`src/rtl/fpu_pkg.sv`:
```
// Shared FPU definitions: width-derived format constants, canonical
// IEEE-754 constant patterns for single and double precision, and the
// state encoding of the iterative square-root unit.
package fpu_pkg;

  function automatic int mantissa_size(input int w);
    return (w == 32) ? 23 : 52;
  endfunction

  function automatic int exponent_size(input int w);
    return (w == 32) ? 8 : 11;
  endfunction

  function automatic int bias_of(input int w);
    return (w == 32) ? 127 : 1023;
  endfunction

  localparam logic [63:0] ONE_64        = 64'h3FF0_0000_0000_0000;
  localparam logic [63:0] NAN_64        = 64'h7FF8_0000_0000_0000;
  localparam logic [63:0] INFINITY_P_64 = 64'h7FF0_0000_0000_0000;
  localparam logic [63:0] INFINITY_N_64 = 64'hFFF0_0000_0000_0000;
  localparam logic [63:0] ZERO_64       = 64'h0000_0000_0000_0000;

  localparam logic [31:0] ONE_32        = 32'h3F80_0000;
  localparam logic [31:0] NAN_32        = 32'h7FC0_0000;
  localparam logic [31:0] INFINITY_P_32 = 32'h7F80_0000;
  localparam logic [31:0] INFINITY_N_32 = 32'hFF80_0000;
  localparam logic [31:0] ZERO_32       = 32'h0000_0000;

  typedef enum logic [2:0] {
    IDLE,
    PREP,
    ITER,
    ROUND,
    DONE
  } sqrt_state_t;

endpackage

```
`src/rtl/fsqrt_classify.sv`:
```
// Combinational operand classifier for the square-root unit.
//   i_op        : IEEE-754 operand (BUS_WIDTH bits)
//   o_is_nan    : operand is a NaN
//   o_is_neg    : sign set with nonzero magnitude (includes -inf)
//   o_is_zero   : exponent field zero (+/-0 and flushed subnormals)
//   o_is_inf    : +infinity
//   o_spec_val  : result for the highest-priority special class
//   o_exp_unb   : unbiased exponent (signed)
//   o_exp_odd   : unbiased exponent is odd
module fsqrt_classify
  import fpu_pkg::*;
#(
  parameter int BUS_WIDTH = 64
) (
  input  logic [BUS_WIDTH-1:0]              i_op,
  output logic                              o_is_nan,
  output logic                              o_is_neg,
  output logic                              o_is_zero,
  output logic                              o_is_inf,
  output logic [BUS_WIDTH-1:0]              o_spec_val,
  output logic signed [exponent_size(BUS_WIDTH):0] o_exp_unb,
  output logic                              o_exp_odd
);

  localparam int M = mantissa_size(BUS_WIDTH);
  localparam int E = exponent_size(BUS_WIDTH);
  localparam int B = bias_of(BUS_WIDTH);

  localparam logic [BUS_WIDTH-1:0] NAN_V  =
    (BUS_WIDTH == 32) ? BUS_WIDTH'(NAN_32) : BUS_WIDTH'(NAN_64);
  localparam logic [BUS_WIDTH-1:0] INFP_V =
    (BUS_WIDTH == 32) ? BUS_WIDTH'(INFINITY_P_32) : BUS_WIDTH'(INFINITY_P_64);
  localparam logic [BUS_WIDTH-1:0] ZERO_V =
    (BUS_WIDTH == 32) ? BUS_WIDTH'(ZERO_32) : BUS_WIDTH'(ZERO_64);

  logic         w_sign;
  logic [E-1:0] w_exp;
  logic [M-1:0] w_mant;

  always_comb begin
    w_sign    = i_op[BUS_WIDTH-1];
    w_exp     = i_op[M +: E];
    w_mant    = i_op[M-1:0];
    o_is_nan  = (&w_exp) && (|w_mant);
    o_is_neg  = w_sign && (|i_op[BUS_WIDTH-2:0]);
    o_is_zero = ~(|w_exp);
    o_is_inf  = !w_sign && (&w_exp) && !(|w_mant);
    o_exp_unb = $signed({1'b0, w_exp}) - $signed((E+1)'(B));
    o_exp_odd = o_exp_unb[0];
    if (o_is_nan || o_is_neg) o_spec_val = NAN_V;
    else if (o_is_zero)       o_spec_val = ZERO_V;
    else if (o_is_inf)        o_spec_val = INFP_V;
    else                      o_spec_val = ZERO_V;
  end

endmodule

```
`src/rtl/fsqrt_iter.sv`:
```
// Multi-cycle, correctly rounded (nearest-even) IEEE-754 square root.
// Restoring digit recurrence producing one root bit per clock.
//   clk, rst_n : clock, asynchronous active-low reset
//   flush      : synchronous abort, returns to IDLE on the next edge
//   in_valid / in_ready / in1    : operand handshake
//   out_valid / out_ready / out  : result handshake, out held until taken
//   busy       : unit is not IDLE
module fsqrt_iter
  import fpu_pkg::*;
#(
  parameter int BUS_WIDTH = 64
) (
  input  logic                 clk,
  input  logic                 rst_n,
  input  logic                 flush,
  input  logic                 in_valid,
  output logic                 in_ready,
  input  logic [BUS_WIDTH-1:0] in1,
  output logic                 out_valid,
  input  logic                 out_ready,
  output logic [BUS_WIDTH-1:0] out,
  output logic                 busy
);

  localparam int M     = mantissa_size(BUS_WIDTH);
  localparam int E     = exponent_size(BUS_WIDTH);
  localparam int B     = bias_of(BUS_WIDTH);
  localparam int ITERS = M + 2;
  localparam int RW    = 2 * ITERS;   // radicand: two bits consumed per step
  localparam int REMW  = ITERS + 3;   // partial remainder incl. brought-down pair
  localparam int CW    = $clog2(ITERS);

  sqrt_state_t          r_state;
  logic [BUS_WIDTH-1:0] r_op;
  logic [BUS_WIDTH-1:0] r_out;
  logic [BUS_WIDTH-1:0] r_spec_val;
  logic                 r_special;
  logic                 r_valid;
  logic                 r_busy;
  logic [RW-1:0]        r_rad;
  logic [REMW-1:0]      r_rem;
  logic [ITERS-1:0]     r_root;
  logic [CW-1:0]        r_cnt;
  logic [E-1:0]         r_exp;

  logic                 w_is_nan, w_is_neg, w_is_zero, w_is_inf, w_special;
  logic [BUS_WIDTH-1:0] w_spec_val;
  logic signed [E:0]    w_exp_unb, w_e_adj, w_e_half;
  logic                 w_exp_odd;
  logic [E-1:0]         w_exp_res;
  logic [M:0]           w_sig;
  logic [RW-1:0]        w_rad_init;
  logic [REMW-1:0]      w_cur, w_sub, w_diff;
  logic                 w_ge;
  logic [M-1:0]         w_mant;
  logic                 w_round_up;
  logic [M:0]           w_mant_inc;
  logic [E-1:0]         w_exp_fin;

  fsqrt_classify #(.BUS_WIDTH(BUS_WIDTH)) u_classify (
    .i_op       (r_op),
    .o_is_nan   (w_is_nan),
    .o_is_neg   (w_is_neg),
    .o_is_zero  (w_is_zero),
    .o_is_inf   (w_is_inf),
    .o_spec_val (w_spec_val),
    .o_exp_unb  (w_exp_unb),
    .o_exp_odd  (w_exp_odd)
  );

  always_comb begin
    w_special = w_is_nan || w_is_neg || w_is_zero || w_is_inf;
    // Odd exponent: fold one factor of two into the radicand.
    w_e_adj   = w_exp_unb - $signed({{E{1'b0}}, w_exp_odd});
    w_e_half  = w_e_adj >>> 1;
    w_exp_res = E'(w_e_half + $signed((E+1)'(B)));
    w_sig     = {1'b1, r_op[M-1:0]};
    // Radicand scaled so the root carries M+1 fraction bits (1.M + guard).
    w_rad_init = w_exp_odd ? {w_sig, {(M+3){1'b0}}}
                           : {1'b0, w_sig, {(M+2){1'b0}}};

    w_cur  = {r_rem[REMW-3:0], r_rad[RW-1 -: 2]};
    w_sub  = {1'b0, r_root, 2'b01};
    w_ge   = (w_cur >= w_sub);
    w_diff = w_cur - w_sub;

    w_mant     = r_root[ITERS-2:1];
    w_round_up = r_root[0] && ((|r_rem) || w_mant[0]);
    w_mant_inc = {1'b0, w_mant} + (M+1)'(w_round_up);
    w_exp_fin  = r_exp + E'(w_mant_inc[M]);
  end

  always_ff @(posedge clk or negedge rst_n) begin
    if (!rst_n) begin
      r_state    <= IDLE;
      r_op       <= '0;
      r_out      <= '0;
      r_spec_val <= '0;
      r_special  <= 1'b0;
      r_valid    <= 1'b0;
      r_busy     <= 1'b0;
      r_rad      <= '0;
      r_rem      <= '0;
      r_root     <= '0;
      r_cnt      <= '0;
      r_exp      <= '0;
    end else if (flush) begin
      r_state <= IDLE;
      r_valid <= 1'b0;
      r_busy  <= 1'b0;
    end else begin
      case (r_state)
        IDLE: begin
          if (in_valid) begin
            r_op    <= in1;
            r_state <= PREP;
            r_busy  <= 1'b1;
          end
        end
        PREP: begin
          r_special  <= w_special;
          r_spec_val <= w_spec_val;
          r_rad      <= w_rad_init;
          r_rem      <= '0;
          r_root     <= '0;
          r_cnt      <= '0;
          r_exp      <= w_exp_res;
          // Specials pass through ROUND so their result lands two edges
          // after acceptance; ROUND forwards the special value unchanged.
          r_state    <= w_special ? ROUND : ITER;
        end
        ITER: begin
          r_rad <= r_rad << 2;
          if (w_ge) begin
            r_rem  <= w_diff;
            r_root <= {r_root[ITERS-2:0], 1'b1};
          end else begin
            r_rem  <= w_cur;
            r_root <= {r_root[ITERS-2:0], 1'b0};
          end
          r_cnt <= r_cnt + CW'(1);
          if (r_cnt == CW'(ITERS - 1)) r_state <= ROUND;
        end
        ROUND: begin
          r_out   <= r_special ? r_spec_val
                               : {1'b0, w_exp_fin, w_mant_inc[M-1:0]};
          r_valid <= 1'b1;
          r_state <= DONE;
        end
        DONE: begin
          if (out_ready) begin
            r_state <= IDLE;
            r_valid <= 1'b0;
            r_busy  <= 1'b0;
          end
        end
        default: begin
          r_state <= IDLE;
          r_valid <= 1'b0;
          r_busy  <= 1'b0;
        end
      endcase
    end
  end

  assign in_ready  = (r_state == IDLE) && !flush;
  assign out_valid = r_valid;
  assign out       = r_out;
  assign busy      = r_busy;

endmodule
```
`config.mk`:
```
export PLATFORM = sky130hd
export DESIGN_NAME = fsqrt_iter
export DESIGN_NICKNAME = d
export VERILOG_FILES = /design/src/rtl/fpu_pkg.sv /design/src/rtl/fsqrt_classify.sv /design/src/rtl/fsqrt_iter.sv
export SDC_FILE = /design/constraint.sdc
export NUM_CORES = 1
export LEC_CHECK = 0
export CORE_ASPECT_RATIO = 1.2
export CORE_MARGIN = 2
export CORE_UTILIZATION = 70
export DETAILED_ROUTE_END_ITERATION = 16
export DONT_BUFFER_PORTS = 1
export PLACE_DENSITY = 0.86
export SLEW_MARGIN = 20
export SYNTH_ARGS = -nofsm -noshare
export SYNTH_HDL_FRONTEND = slang
export SYNTH_SLANG_ARGS = --single-unit
```
`constraint.sdc`:
```
create_clock -name clk -period 10 [get_ports clk]
set_clock_uncertainty 0.2 [all_clocks]
set_input_delay 2 -clock clk [delete_from_list [all_inputs] [get_ports clk]]
set_output_delay 2 -clock clk [all_outputs]
set_load 0.05 [all_outputs]
```
== Word level (Yosys, flattened, before mapping) ==
Cells that the tools add are included.

* Add/sub/neg operators: 7
* Bitwise gates (word level): 2
* Eq/ne operators: 10
* $lt $le $gt $ge: 1
* Reductions and logical operators: 29
* Multiplexer cells: 23

{| class="wikitable"
|+ Operators with widths
! operator !! number
|-
| $pmux W108 S2 || 1
|-
| $mux W64 || 3
|-
| $pmux W57 S2 || 1
|-
| $mux W108 || 1
|-
| $pmux W54 S2 || 1
|-
| $mux W63 || 1
|-
| $reduce_or A63 Y1 || 1
|-
| $ge A57 B56 Y1 || 1
|-
| $mux W57 || 1
|-
| $reduce_or A57 Y1 || 1
|-
| $sub A57 B56 Y57 || 1
|-
| $add A52 B1 Y53 || 1
|-
| $reduce_or A52 Y1 || 1
|-
| $pmux W3 S5 || 1
|-
| $mux W3 || 4
|-
| $pmux W6 S2 || 1
|-
| $sub A11 B10 Y12 const B || 1
|-
| $sub A12 B2 Y12 || 1
|-
| $add A11 B1 Y11 || 1
|-
| $add A11 B11 Y11 const B || 1
|-
| $reduce_and A11 Y1 || 1
|-
| $reduce_or A11 Y1 || 1
|-
| $ne A3 B3 Y1 const B || 3
|-
| $reduce_and A3 Y1 || 3
|-
| other kinds (16) || 39
|}

* Word-level logic and storage cells: 84
* Output and inout port bits: 67
* Register bits after elaboration: 434
* Input port bits: 69

== Longest topological paths before layout ==
Gate-level depths: netlist of run 1.

* Word-level depth: 8
* Gate-level depth with buffers: 19
* Gate-level depth less buffers: 18

== By module ==
Synthesis of run 1 repeated with hierarchy kept, for this count alone.

* Cells, all modules: 2451
* Area, all modules: 21624.5 µm²

{| class="wikitable"
|+ Modules (own cells, without submodules)
! module !! instances !! seq. area each (µm²) !! cells an instance !! area each (µm²)
|-
| fsqrt_iter || 1 || 9509.1 || 2331 || 20713.6
|-
| fsqrt_classify || 1 || 0.0 || 120 || 910.9
|}

== Least setup slack after synthesis of run 1 ==
No wires, ideal clock.

* Kind: input -> output
* Start: input flush
* End: output in_ready
* Cell stages on the path: 2
* Path buffers: 1
* Path slack: 4031 ps
* Data required time: 7800 ps
* Data arrival time: 3769 ps
* Path through: clkbuf_1 nor4_1

* Cells in the longest elaborated chain, start to end: 2

{| class="wikitable"
|+ RTL lines
! element !! RTL line !! source
|-
| start: declaration || fsqrt_iter.sv:15 || <nowiki>input logic flush,</nowiki>
|-
| $logic_not A1 Y1 || fsqrt_iter.sv:166 || <nowiki>assign in_ready = (r_state == IDLE) && !flush;</nowiki>
|-
| $logic_and A1 B1 Y1 || fsqrt_iter.sv:166 ||
|-
| end: declaration || fsqrt_iter.sv:17 || <nowiki>output logic in_ready,</nowiki>
|}

Every way passes these cells.

== Worst setup path in the final report of run 1 ==
Same ends and word-level chain as after synthesis.

==> results of run 1 <==
sequential cells by signal, summed over array words and instances, names as in the netlist:
register    cells
r_op           64
out            63
r_rem          57
r_rad          54
r_root         54
r_exp          11
r_cnt           6
r_state         3
r_spec_val      2
busy            1
out_valid       1
r_special       1
worst register-to-register path: stages, from the launching register on:
cell       delay, ps
dfrtp_1          410
and2_4           190
ha_1             230
and3_1           360
nand4bb_4        180
nor2_1           490
nand3_1          240
nor3_1           400
nand2_1          170
nor2_1           340
and4_1           270
ha_1             180
nand3_1          170
or3_1            420
xnor2_1          120
o21ai_0          130
o21ai_0           80
per-stage QoR:
step	setup slack [ps]	power [µW]	std cells	instance area (µm²)	hold slack, ps
final	5220	6980	2369	19800	276
after global routing	4920	7480	2369	19800	299
after CTS	5230	6940	2368	19800	283
after detailed placement	5230	5660	2308	18700	270
after global placement	5300	5540	2308	18700	261
after floorplan	4030	4960	2085	18600	249
worst paths after layout:
kind / cells after the start / from / endpoint
setup reg to reg: 16 / r_root[1]$_DFFE_PN0P_ / out[59]$_DFFE_PN0P_
hold / removal: 2 / r_rad[92]$_DFFE_PN0P_ / r_rad[92]$_DFFE_PN0P_
max in group asynchronous: 0 / rst_n / r_op[52]$_DFFE_PN0P_
setup / recovery: 2 / flush / in_ready
min in group asynchronous: 0 / rst_n / out[17]$_DFFE_PN0P_
hold reg to reg: 2 / r_rad[92]$_DFFE_PN0P_ / r_rad[92]$_DFFE_PN0P_
power breakdown:
part | internal, µW | switching, µW | total, µW
combinational | 1360 | 1980 | 3340
sequential | 1700 | 699 | 2400
clock | 737 | 505 | 1240
total | 3790 | 3190 | 6980
Yosys cell counts (all sizes together) (10+ instances only):
library cell	n	share of area [%]
a32oi	11	0.52
nand3	132	3.7
inv	80	1.6
nor4	36	1.4
a21o	23	0.93
ha	65	4.4
clkbuf	99	2.0
xnor2	87	4.1
o21ai	256	6.9
nand2	269	5.4
dfrtp	317	43
mux2	64	3.9
o211ai	14	0.59
nor3	37	1.0
nand4	28	0.94
o21a	10	0.40
buf	25	0.66
o311ai	28	1.3
nor2	122	2.5
o31ai	21	0.87
mux2i	72	3.9
xor2	41	1.9
and3	16	0.54
a21oi	133	3.7
layout make-up:
type	count	area share (%)
multi-input combinational	1564	50.1
sequential	317	40.1
clock buffer	50	4.97
tap	335	2.12
inverter	80	1.52
clock inverter	10	0.594
timing repair buffer	13	0.594
kinds of logic after synthesis:
logic type / Yosys count
and+or+nand+nor: 693
xor gates and xnor gates: 128
muxes: 136
DFF: 317
adders and majority gates: 65
AOI/OAI and AO/OA: 541
other: 1
buffers and inverters: 204
per-layer routing:
metal | vias to the layer above | track usage, % | routed length [µm]
met4 | 0 | 12.1 | 1630
li1 | 7257 | - | -
met1 | 7316 | 39.4 | 17700
met5 | - | 0 | 0
met3 | 116 | 4.42 | 2200
met2 | 499 | 53.4 | 21300
==> impl_metrics.ini, run 1 <==
[floorplanning]
core_area_mm2 = 0.0262
die_area_mm2 = 0.0279
pin_count = 136
die_w_um = 153
rows = 65
die_y_um = 183
initial_core_util_pct = 71.1

[sta]
min_period_over_period_pct = 47.8
drv_slew = 0
tightest_slew_ps = 1090
slew_headroom_pct = 27.6
period_needed_ps = 4780
clock.fmax_ghz = 0.209
rsz0062_at_grt = no
hold_viol_final = 0
setup_viol = 0
tns_ps = 0

[cts]
h-tree-depth = 2
clkSlewWorstSetupHoldPaths_ps = 60
cts_root_buffer = clkbuf_16
cts_setup_buffers = 0
clkSinkCount = 317
clk_latency_ps = 520
numCtsBuffers = 35
cts_tree = yes
ctsResizeCount = 0
cts_hold_buffers = 0
clock_path_buffers = 3

[cells_and_area]
num-fill-cells = 1844
register_area_mm2 = 0.00793
drive_gt1_share_pct = 8.06
syn2layout_area_growth_pct = 6.34
fin_nets = 2145
multi_input_area_mm2 = 0.00992
antenna_cells = 0
final_common_cell = dfrtp_1
utilization_pct = 75.6
layout_common_cells = 316 x dfrtp_1, 266 x nand2_1, 246 x o21ai_0

[worst_setup_path]
critical_path_class = primary input to output pin
cp.buffers_inverters = 1
cp-start-kind = primary input
cp.arrival_ps = 2580
crit_family = simple AND/OR/NAND/NOR gates
cp_data_required_time_ps = 7800
rrSetupSlack_ps = 5280
critPathMaxStageDelay_ps = 300
cp_slowest_cell = nor4_2
cp-end-kind = output pin
critPathMaxFanout = 7
crit_chain = nor4_2 > buf_4

[run_status]
outcome = completed

[yosys]
syn_inst = 2085
synthFlopType = dfrtp_1
yosys.area_share.simple_pct = 17.7
async_reset_ff_share_pct = 100
syn_avg_cell_area_um2 = 8.93
synth_fp_nets = 2219
yosysSeqAreaShare_pct = 42.6
synth_mux_area_share_pct = 7.74
synth.distinct_cells = 81
syn_area_mm2 = 0.0186
yosys_warnings = 0
synth_enable_flop_cells = 0
synth-xor-area-share_pct = 6.02
synth_top_family_by_area = simple AND/OR/NAND/NOR gates
synth.ff_latch_count = 317
synth-compound-area-share_pct = 17.2
synthAdderAreaFrac_pct = 4.37

[run]
cap_violations = 0

[grt]
grt_pass1_vias = 14800
grt_pass1_wl_um = 72500
grt_usage_pct = 30.9
antenna_found_initial = 0
grt_start_max_net_pins = 318
grt_overflow = 0

[pwr]
power_density_mw_per_mm2 = 353
leakage_uw = 0.00864
ir_drop_uv = 288

[placement]
gp_congestion = 0.958
hpwl_um = 29300
port_buffers = 0

[routing]
ant_nets = 0
drcViolationCount = 0
drt-initial-drc-count = 990
routed_wl_um = 42900
vias = 15200
firstDrtPassIters = 5
viasPerCell = 6.41
route.detailed.wl_per_inst_um = 18.1

[hold_path]
hold_class = register to register
Note: power is estimated with default switching activity, not from simulation.
==> run 2: changes to the inputs <==
Settings changed: CORE_UTILIZATION 70 to 59, PLACE_DENSITY 0.86 to 0.78.
Clock period 10 ns to 4.2 ns, I/O delays scaled along.
==> impl_metrics.ini, run 2 (synthesized netlist as in run 1, its figures left out) <==
[run_status]
outcome = finished with violations
violations = negative hold slack

[sta]
drv_slew = 0
whs_ps = -181
rsz0062_at_grt = no
hold_viol_final = 143
tns_ps = 0
slew_headroom_pct = 20.7
period_needed_ps = 3840
setup_viol = 0
min_period_over_period_pct = 91.5
tightest_slew_ps = 1190
clock.fmax_ghz = 0.260

[floorplanning]
die_area_mm2 = 0.0330
pin_count = 136
initial_core_util_pct = 59.7
core_area_mm2 = 0.0312
die_w_um = 166
die_y_um = 199
rows = 71

[worst_setup_path]
rr_startpoint = r_root[1]$_DFFE_PN0P_
cp_data_required_time_ps = 4370
rr_endpoint = out[58]$_DFFE_PN0P_
cp-start-kind = register
cp.arrival_ps = 4010
critPathMaxFanout = 7
cp-end-kind = register
r2r_cells = 18
critical_path_class = register to register
rrSetupSlack_ps = 360

[cts]
cts_root_buffer = clkbuf_16
h-tree-depth = 2
cts_setup_buffers = 0
clk_latency_ps = 530
clkSinkCount = 317
cts_tree = yes
clock_path_buffers = 3
clkSlewWorstSetupHoldPaths_ps = 60
numCtsBuffers = 35

[cells_and_area]
final_common_cell = dfrtp_1
drive_gt1_share_pct = 8.68
fin_nets = 2149
antenna_cells = 0
utilization_pct = 64.2
largest_reg_flops = 64
top_register = r_op
layout_common_cells = 316 x dfrtp_1, 266 x nand2_1, 246 x o21ai_0
syn2layout_area_growth_pct = 7.51

[grt]
antenna_found_initial = 0
grt_start_max_net_pins = 318
grt_usage_pct = 26.5
grt_pass1_wl_um = 72800
grt_overflow = 0
grt_pass1_vias = 14600

[routing]
drcViolationCount = 0
route.detailed.wl_per_inst_um = 17.8
ant_nets = 0
routed_wl_um = 43300
viasPerCell = 6.11
firstDrtPassIters = 5
drt-initial-drc-count = 988
vias = 14900

[pwr]
power_uw = 16700
ir_drop_uv = 707
power_density_mw_per_mm2 = 836
leakage_uw = 0.00871

[placement]
hpwl_um = 29900
port_buffers = 0
gp_congestion = 0.940

[run]
cap_violations = 0

[hold_path]
hold_class = primary input to async pin
[run 2: changes by cell type in the layout (fill, tap and decap cells not counted), moves of 2 or more]
cell and delta:
buf_12 +4, clkbuf_1 -3, nand3_1 -2, clkinv_2 +2, nand3_2 +2
[run 2: where the power goes]
part           internal (µW)  leakage [µW]  switching (µW)
clock network           1860      0.000564            1230
logic                   3260       0.00402            4640
registers               4040       0.00413            1690
total                   9160       0.00871            7570
[run 2: area by class of cell]
type / count / area, µm²
clock buffers: 49 / 1010
clock inverters: 12 / 140
fillers: 2619 / 11200
inverters: 80 / 300
multi-input cells: 1564 / 9950
flip-flops and latches: 317 / 7930
well taps: 401 / 502
repair buffers: 17 / 178
[run 2: how the worst max path moves through the flow]
| stage | start | slack, ps | to |
|---|---|---|---|
| 2_1_floorplan | flush | 90 | r_op[0]$_DFFE_PN0P_ |
| 3_3_place_gp | r_root[1]$_DFFE_PN0P_ | 230 | out[59]$_DFFE_PN0P_ |
| 3_5_place_dp | r_root[1]$_DFFE_PN0P_ | 130 | out[59]$_DFFE_PN0P_ |
| 4_1_cts | r_root[1]$_DFFE_PN0P_ | 90 | out[59]$_DFFE_PN0P_ |
| 5_1_grt | r_root[1]$_DFFE_PN0P_ | 20 | out[59]$_DFFE_PN0P_ |
| 6_report | r_root[1]$_DFFE_PN0P_ | 360 | out[58]$_DFFE_PN0P_ |
[run 2: critical path, stage by stage, from the launching register on]
cell and delay [ps]:
dfrtp_1 400, and2_4 180, ha_1 170, and3_2 250, nand4bb_4 150, nor2_1 120, buf_4 170, nand3_2 130
nor3_4 270, nand2_1 120, nor2_2 160, and4_1 230, ha_1 190, ha_1 170, and2_1 220, nand4_1 140
xnor2_1 150, o21ai_0 140, o21ai_0 100
[run 2: stage by stage]
step / cell area [µm²] / hold slack [ps] / worst slack (ps) / std cells
finish: 20000 / -181 / 357 / 2440
global route: 20000 / -199 / 24.7 / 2440
CTS: 20000 / -197 / 93.8 / 2440
detailed placement: 18800 / 271 / 125 / 2379
global placement: 18800 / 265 / 231 / 2379
floorplan: 18600 / 249 / 94.3 / 2085
[run 2: layer usage]
| metal | share of wire, % | routed length [µm] | GRT usage [%] | up-vias |
|---|---|---|---|---|
| li1 | - | - | - | 7275 |
| met3 | 5.3 | 2310 | 5.13 | 92 |
| met2 | 49 | 21200 | 45.8 | 354 |
| met4 | 4.1 | 1760 | 11.6 | 0 |
| met1 | 42 | 18100 | 32.5 | 7189 |
| met5 | 0 | 0 | 0 | - |
[run 2: repair_timing]
| item | 4_1_cts | 5_1_grt |
|---|---|---|
| endpoints found under the setup margin | 0 | 7 |
| endpoints found under the hold margin | 317 | 317 |
| gates resized for setup | 0 | 6 |
